File: config.mk
export PLATFORM = sky130hd
export DESIGN_NAME = microwave_ctrl
export DESIGN_NICKNAME = d
export VERILOG_FILES = /design/src/rtl/microwave_ctrl.sv
export SDC_FILE = /design/constraint.sdc
export NUM_CORES = 1
export LEC_CHECK = 0
export BUFFER_PORTS_ARGS = -buffer_cell sky130_fd_sc_hd__buf_4
export CAP_MARGIN = 20
export CORE_MARGIN = 3
export CORE_UTILIZATION = 50
export DETAILED_ROUTE_END_ITERATION = 8
export PLACE_DENSITY = 0.72
export SLEW_MARGIN = 0
export SYNTH_ARGS = -nofsm -noshare
export SYNTH_HDL_FRONTEND = slang
export SYNTH_SLANG_ARGS = --single-unit
File: constraint.sdc
create_clock -name clock -period 2.8 [get_ports clock]
set_clock_uncertainty 0.1 [all_clocks]
set_input_delay 0.14 -clock clock [delete_from_list [all_inputs] [get_ports clock]]
set_output_delay 0.14 -clock clock [all_outputs]
set_load 0.005 [all_outputs]
File: src/rtl/microwave_ctrl.sv
//------------------------------------------------------------------------------
// microwave_ctrl
//
// Control FSM for a keypad microwave oven. The user keys in up to four BCD
// digits (mm:ss), commits them with enter, and starts cooking. While cooking,
// a 1 Hz tick counts the time down in BCD. Opening the door or pressing stop
// pauses the cook. When the time runs out, the controller beeps for
// BEEP_CYCLES clocks and then returns to idle.
//
// Parameters
//   BEEP_CYCLES   number of clocks beep stays high in DONE (>= 1)
//
// Ports
//   clock         single clock; all state changes on its rising edge
//   reset         synchronous, active-high reset
//   tick          one-cycle 1 Hz strobe from the prescaler
//   digit_valid   one-cycle strobe qualifying digit
//   digit[3:0]    BCD keypad digit; codes 10-15 are ignored
//   enter         one-cycle strobe committing the entered time
//   start         one-cycle strobe starting or resuming the cook
//   stop          one-cycle strobe pausing or cancelling
//   door_open     level, high while the door is open
//   time_bcd[15:0]{min_tens, min_ones, sec_tens, sec_ones}
//   state[2:0]    IDLE=0 ENTRY=1 READY=2 COOK=3 PAUSE=4 DONE=5
//   magnetron_on  high only in COOK
//   beep          high only while the DONE beep counter runs
//
// All outputs come straight from flops; there is no input-to-output
// combinational path.
//------------------------------------------------------------------------------
module microwave_ctrl #(
    parameter int unsigned BEEP_CYCLES = 8
) (
    input  logic        clock,
    input  logic        reset,
    input  logic        tick,
    input  logic        digit_valid,
    input  logic [3:0]  digit,
    input  logic        enter,
    input  logic        start,
    input  logic        stop,
    input  logic        door_open,
    output logic [15:0] time_bcd,
    output logic [2:0]  state,
    output logic        magnetron_on,
    output logic        beep
);

    // Counter wide enough to hold BEEP_CYCLES itself.
    localparam int unsigned CNT_W = (BEEP_CYCLES < 2) ? 1 : $clog2(BEEP_CYCLES + 1);

    typedef enum logic [2:0] {
        S_IDLE  = 3'd0,
        S_ENTRY = 3'd1,
        S_READY = 3'd2,
        S_COOK  = 3'd3,
        S_PAUSE = 3'd4,
        S_DONE  = 3'd5
    } state_e;

    state_e             state_q, state_d;
    logic [15:0]        time_q,  time_d;
    logic [CNT_W-1:0]   cnt_q,   cnt_d;
    logic               mag_q;
    logic               beep_q;

    logic               digit_ok;

    //--------------------------------------------------------------------------
    // One-second BCD decrement with borrow. Seconds tens borrow to 5 so the
    // display rolls mm:00 -> (mm-1):59. A digit entered above its normal range
    // (e.g. sec_tens = 9) is not normalised; it simply counts down until it
    // is the one being borrowed from.
    //--------------------------------------------------------------------------
    function automatic logic [15:0] bcd_dec(input logic [15:0] t);
        logic [3:0] d3, d2, d1, d0;
        d3 = t[15:12];
        d2 = t[11:8];
        d1 = t[7:4];
        d0 = t[3:0];
        if (d0 != 4'd0) begin
            d0 = d0 - 4'd1;
        end else begin
            d0 = 4'd9;
            if (d1 != 4'd0) begin
                d1 = d1 - 4'd1;
            end else begin
                d1 = 4'd5;
                if (d2 != 4'd0) begin
                    d2 = d2 - 4'd1;
                end else begin
                    d2 = 4'd9;
                    d3 = d3 - 4'd1;
                end
            end
        end
        return {d3, d2, d1, d0};
    endfunction

    assign digit_ok = digit_valid && (digit <= 4'd9);

    //--------------------------------------------------------------------------
    // Next-state logic. Within each state the checks are ordered
    // stop > door_open > enter > start > digit > tick; any input a state does
    // not care about is simply not looked at.
    //--------------------------------------------------------------------------
    always_comb begin
        // NOTE: every signal driven here gets a default first, so no path
        // through the case can leave it unassigned and infer a latch.
        state_d = state_q;
        time_d  = time_q;
        cnt_d   = cnt_q;

        unique case (state_q)
            S_IDLE: begin
                if (digit_ok) begin
                    time_d  = {12'h000, digit};
                    state_d = S_ENTRY;
                end
            end

            S_ENTRY: begin
                if (stop) begin
                    time_d  = 16'h0000;
                    state_d = S_IDLE;
                end else if (enter) begin
                    // A zero time is not cookable; fall back to idle.
                    state_d = (time_q != 16'h0000) ? S_READY : S_IDLE;
                end else if (digit_ok) begin
                    // Shift in from the right; the oldest digit drops off.
                    time_d = {time_q[11:0], digit};
                end
            end

            S_READY: begin
                if (stop) begin
                    time_d  = 16'h0000;
                    state_d = S_IDLE;
                end else if (start && !door_open) begin
                    state_d = S_COOK;
                end
            end

            S_COOK: begin
                if (stop || door_open) begin
                    // Pausing wins over a coincident tick: time is frozen.
                    state_d = S_PAUSE;
                end else if (tick) begin
                    if (time_q <= 16'h0001) begin
                        time_d  = 16'h0000;
                        state_d = S_DONE;
                        cnt_d   = CNT_W'(BEEP_CYCLES);
                    end else begin
                        time_d = bcd_dec(time_q);
                    end
                end
            end

            S_PAUSE: begin
                if (stop) begin
                    time_d  = 16'h0000;
                    state_d = S_IDLE;
                end else if (start && !door_open) begin
                    state_d = S_COOK;
                end
            end

            S_DONE: begin
                // The counter holds the number of beep cycles still owed,
                // including the current one; leave when the last one is spent.
                if (stop || (cnt_q <= CNT_W'(1))) begin
                    cnt_d   = '0;
                    state_d = S_IDLE;
                end else begin
                    cnt_d = cnt_q - CNT_W'(1);
                end
            end

            default: begin
                time_d  = 16'h0000;
                cnt_d   = '0;
                state_d = S_IDLE;
            end
        endcase
    end

    //--------------------------------------------------------------------------
    // State and output registers. Outputs are decoded from the next state so
    // they change on the same edge as the state they describe.
    //--------------------------------------------------------------------------
    always_ff @(posedge clock) begin
        // NOTE: sequential state uses non-blocking assignments so every flop
        // samples pre-edge values regardless of statement order.
        if (reset) begin
            // NOTE: reset is synchronous; it only takes effect on a clock edge
            // and overrides every other input in that cycle.
            state_q <= S_IDLE;
            time_q  <= 16'h0000;
            cnt_q   <= '0;
            mag_q   <= 1'b0;
            beep_q  <= 1'b0;
        end else begin
            state_q <= state_d;
            time_q  <= time_d;
            cnt_q   <= cnt_d;
            mag_q   <= (state_d == S_COOK);
            beep_q  <= (state_d == S_DONE);
        end
    end

    assign time_bcd     = time_q;
    assign state        = state_q;
    assign magnetron_on = mag_q;
    assign beep         = beep_q;

endmodule
* After elaboration in Yosys (flattened, before gate mapping)
Cells that the tools add are included.
** Cells by class
- $add $sub $neg :: 5
- Multipliers :: 0
- Div/mod/pow operators :: 0
- $lt $le $gt $ge :: 3
- Equality and inequality tests :: 17
- Shifts and indexed selects :: 0
- Mux-type cells :: 34
- Bitwise logic cells :: 2
- Reductions and logical operators :: 17
** Operator list (number)
- 2-to-1 mux 16 bit :: 8
- case mux 16 bit (5 select lines) :: 1
- 2-to-1 mux 4 bit :: 13
- 2-to-1 mux 3 bit :: 9
- subtractor 4 x 1 -> 4 bit (second input constant) :: 5
- less-or-equal comparator 16 x 1 -> 1 bit (second input constant) :: 1
- nonzero test 16 bit :: 1
- inequality test 3 bit (second input constant) :: 5
- case mux 3 bit (5 select lines) :: 1
- case mux 4 bit (3 select lines) :: 1
- nonzero test 4 bit :: 3
- AND reduction 10 bit :: 1
- equality test 3 x 2 -> 1 bit (second input constant) :: 3
- equality test 3 bit (second input constant) :: 3
- AND reduction 9 bit :: 1
- inequality test 2 bit (second input constant) :: 4
- AND reduction 8 bit :: 1
- AND reduction 7 bit :: 1
- less-or-equal comparator 4 x 1 -> 1 bit (second input constant) :: 1
- less-or-equal comparator 4 bit (second input constant) :: 1
- AND reduction 4 bit :: 1
- OR reduction 4 bit :: 1
- equality test 3 x 1 -> 1 bit (second input constant) :: 1
- zero test 3 bit :: 1
- other kinds (7) :: 10
** Storage, ports and cells
- Register bits :: 25
- Latch bits :: 0
- RAM bits :: 0
- Bits in read-only memories :: 0
- Input bits :: 12
- Output and inout port bits :: 21
- Logic and storage cells :: 86
- Memories kept :: 0

* Depth between registers and ports, before layout
- Depth after elaboration :: 8
- Mapped depth :: 8

* Worst setup path after synthesis
Ideal clock, no wire load.
- Path kind :: reg-to-reg
- Start point :: register time_q[4] (netlist: time_bcd[4])
- End point :: register time_q[8] (netlist: time_bcd[8])
- Library setup time :: 116 ps
- Arrival time :: 1699 ps
- Required time :: 2584 ps
- Setup slack :: 885 ps
- Cell stages (with the launch flop) :: 8
- Buffers on the path :: 2
- Cell sequence :: dfxtp_1 > buf_6 > nor4_4 > and4_1 > buf_4 > o22ai_2 > or3_1 > o211a_1
** On the way
- Word-level cells in the longest chain between the ends :: 5
- Elaborated cells on any way between the ends :: 12
- Classes of those cells :: 1 x order compare; 2 x eq/ne; 7 x mux; 2 x reduce/logical
** Ends and longest elaborated chain
- start: declaration :: line 62 : logic [15:0] time_q, time_d;
- start signal: assignment :: line 204 : time_q <= time_d;
- less-or-equal comparator 16 x 1 -> 1 bit :: line 149 : if (time_q <= 16'h0001) begin
- 2-to-1 mux 16 bit :: line 149
- 2-to-1 mux 16 bit :: line 148 : end else if (tick) begin
- 2-to-1 mux 16 bit :: line 145 : if (stop || door_open) begin
- case mux 16 bit (5 select lines) :: line 114 : unique case (state_q)
Several ways; a longest one is shown, not always the timed one. The select of a mux whose other input is x is not followed.
A chain may end at the register's enable or synchronous reset.

* Final worst setup path
- Start point :: register state_q[1] (netlist: state[1])
- End point :: register time_q[12] (netlist: time_bcd[12])
** On the way
- Word-level cells in the longest chain between the ends :: 4
- Elaborated cells on any way between the ends :: 19
- Classes of those cells :: 14 x eq/ne; 1 x mux; 1 x bitwise; 3 x reduce/logical
** Ends and longest elaborated chain
- start: declaration :: line 61 : state_e state_q, state_d;
- start signal: assignment :: line 203 : state_q <= state_d;
- equality test 3 bit / equality test 3 x 2 -> 1 bit (equally long branches) :: line 114
- OR reduction 2 bit (no line)
- inequality test 2 x 1 -> 1 bit (no line)
- AND reduction 10 bit (no line)
Several ways; a longest one is shown, not always the timed one.

==> impl_metrics.toml <==
[outcome]
status = "complete, no violations"

[yosys]
syn_nets = 223
ys_seq_area_share_pct = 29.11
ys_ff_latch = 25
ys.flop_type = "dfxtp_1"
avgSynthCellArea_sq_um = 8.265
yosysUniqueCellTypes = 59
synth_edf_count = 0
syn-cell-area_sq_um = 1719
netlist_instances = 208
yosys_warnings = 0
synthArstFlopShare_pct = 0

[worst_hold_path]
whs_endpoint = "time_bcd[0]$_SDFFE_PP0P_"
hp-start = "digit[0]"
hp-class = "in -> reg"
whs_path_depth = 5

[drt]
via_per_inst = 6.108
detail-route-antenna-nets = 0
drt_iter0_markers = 197
drc = 0
wl_mm = 4.464
wl_per_cell_microns = 16.06
vias = 1698
first_pass_iters = 4

[clock_tree]
clockBufferDepth = 2
cts.sinks = 25
cts-root-buf = "clkbuf_4"
cts_setup_buffers = 0
cts-buffers-inserted = 3
insertion_delay_ns = 0.32
cts-hold-fix-buffers = 0
cts_tree = "built"
h-tree-depth = 1
cts_resized = 0
cts.clk_slew.worst_paths_ns = 0.15

[placement]
port_buffers = 32
dp_hpwl_mm = 3.296
routabilityCongestion = 0.9170

[cells_and_area]
final_cell_mix = "buf_4 (33), dfxtp_1 (25), nand2_1 (20)"
syn_to_final_growth_pct = 15.50
final_common_cell = "buf_4"
regArea_sq_um = 500.5
multi_input_area_sq_um = 1097
nets = 250
n_antenna_cell = 0
fillers = 299
layout-drive-gt1-share_pct = 20.94

[worst_setup_path]
r2r_start = "state[1]$_SDFF_PP0_"
crit_required_ns = 2.98
critPathCaptureType = "flip-flop"
arrival_ns = 2.51
worstSetupStartpoint = "state[1]$_SDFF_PP0_"
cp_max_fo = 17
r2r_slack_ns = 0.47
timing.rr.end = "time_bcd[12]$_SDFFE_PP0P_"
criticalPathCategory = "reg -> reg"
critPathLaunchType = "flip-flop"
reg2reg_depth = 5

[floorplanning]
ios = 33
die_x_microns = 64.64
start_util_pct = 54.52
core_area_sq_um = 3153
die_h_microns = 64.64
fp-row-count = 20
fp.dieArea_sq_um = 4178

[timing]
slew_violations = 0
slew_headroom_pct = 53.16
hold_violations = 0
finalSetupViolations = 0
period_needed_ns = 2.326
setup_total_negative_slack_ns = 0
tightest_slew_ns = 0.6983
rsz0062_at_grt = "no"
finalCritPeriodShare_pct = 83.08
fmax_mhz = 429.9

[job]
max-cap-violations = 0

[power]
p_leak_uw = 0.0008318
p_per_area_nw_per_um2 = 362.9
finalPower_uw = 720.7
ir_drop_mv = 0.2129

[global_route]
antenna_found_initial = 0
grt_use_total_pct = 22.62
grt_start_max_net_pins = 18
grt_pass1_vias = 1552
grt-ovfl-total = 0
grt_first_pass_wirelength_mm = 7.659
[cell families after synthesis]
logic type               synth area share, %
multiplexers                           1.820
AND/OR/NAND/NOR                        26.06
XOR/XNOR                               3.057
AO/OA/AOI/OAI                          30.71
adder cells (fa/ha/maj)                2.184
buffers and inverters                  7.059
flip-flops                             29.11
[state kept, by name, summed over array words and instances (netlist names)]
| register | count |
|---|---|
| time_bcd | 16 |
| state | 3 |
| cnt_q | 4 |
| beep | 1 |
| magnetron_on | 1 |
[stage by stage]
step / std cells / utilization (%) / setup WS, ns / hold slack [ns] / area [sq um]
floorplan: 208 / - / 0.8851 / 0.2297 / 1719
global placement: 273 / 61.71 / 0.5922 / 0.3469 / 1946
detailed placement: 273 / 61.71 / 0.5553 / 0.3524 / 1946
CTS: 277 / 62.66 / 0.5181 / 0.002597 / 1976
global route: 278 / 62.98 / 0.3449 / 0.06436 / 1986
finish: 278 / 62.98 / 0.4738 / 0.06536 / 1986
[where the power goes]
group | total (uW) | internal [uW] | switching, uW
Combinational | 157 | 69.6 | 87.3
Clock | 172 | 54.6 | 118
Sequential | 392 | 366 | 25.8
Total | 721 | 490 | 231
[synth_stat cells (2+ instances only)]
master,number,share of area (%)
nor2b_1,6,2.2
o31a_1,2,1.0
o21a_1,2,0.87
o211a_1,2,1.2
o31ai_1,8,3.5
dfxtp_1,25,29
a21o_1,2,0.87
nor2_1,17,3.7
nor3_1,5,1.5
a31oi_1,2,0.73
inv_1,12,2.6
nor4_4,2,2.5
or3_1,3,1.1
buf_6,3,2.0
buf_2,4,1.2
nand2b_1,2,0.73
mux2i_1,2,1.2
a22o_1,6,3.1
clkbuf_1,4,0.87
nand3_1,2,0.58
xnor2_1,2,1.0
nand4_1,2,0.73
a32oi_1,3,1.5
a21oi_1,9,2.6
nand2_1,20,4.4
and3_1,2,0.73
ha_1,3,2.2
nor4_1,2,0.73
a211oi_1,2,0.87
o21bai_1,2,0.87
xor2_1,4,2.0
o21ai_0,14,4.1
a22oi_1,6,2.6
[how the worst max path moves through the flow]
stage | end | slack, ns | depth (start not counted)
finish | time_bcd[12]$_SDFFE_PP0P_ | 0.47 | 5
CTS | time_bcd[14]$_SDFFE_PP0P_ | 0.52 | 5
detailed placement | time_bcd[14]$_SDFFE_PP0P_ | 0.56 | 5
global placement | time_bcd[14]$_SDFFE_PP0P_ | 0.59 | 5
global route | time_bcd[13]$_SDFFE_PP0P_ | 0.34 | 5
floorplan | time_bcd[8]$_SDFFE_PP0P_ | 0.89 | 7
[critical path, stage by stage, from the launching register on]
cell and delay (ns):
dfxtp_1 0.73, and3b_1 0.40, o41ai_2 0.18, nand2b_1 0.23
a31oi_1 0.42, a22o_1 0.22
[layout make-up]
cell class	instances	share of cell area, %
clock buffer	3	1.134
tap	44	2.773
multi-input combinational	159	55.26
clock inverter	1	0.3781
sequential	25	25.20
timing repair buffer	34	12.98
inverter	12	2.268
[routing by layer]
metal  GRT usage [%]  up-vias  wire [microns]
met3           2.600        4             312
met5               0        -               0
met2           35.44       68            2022
met1           33.16      788            2100
li1                -      838               -
met4           5.013        0              27
Power figures use the tool's default switching activity.
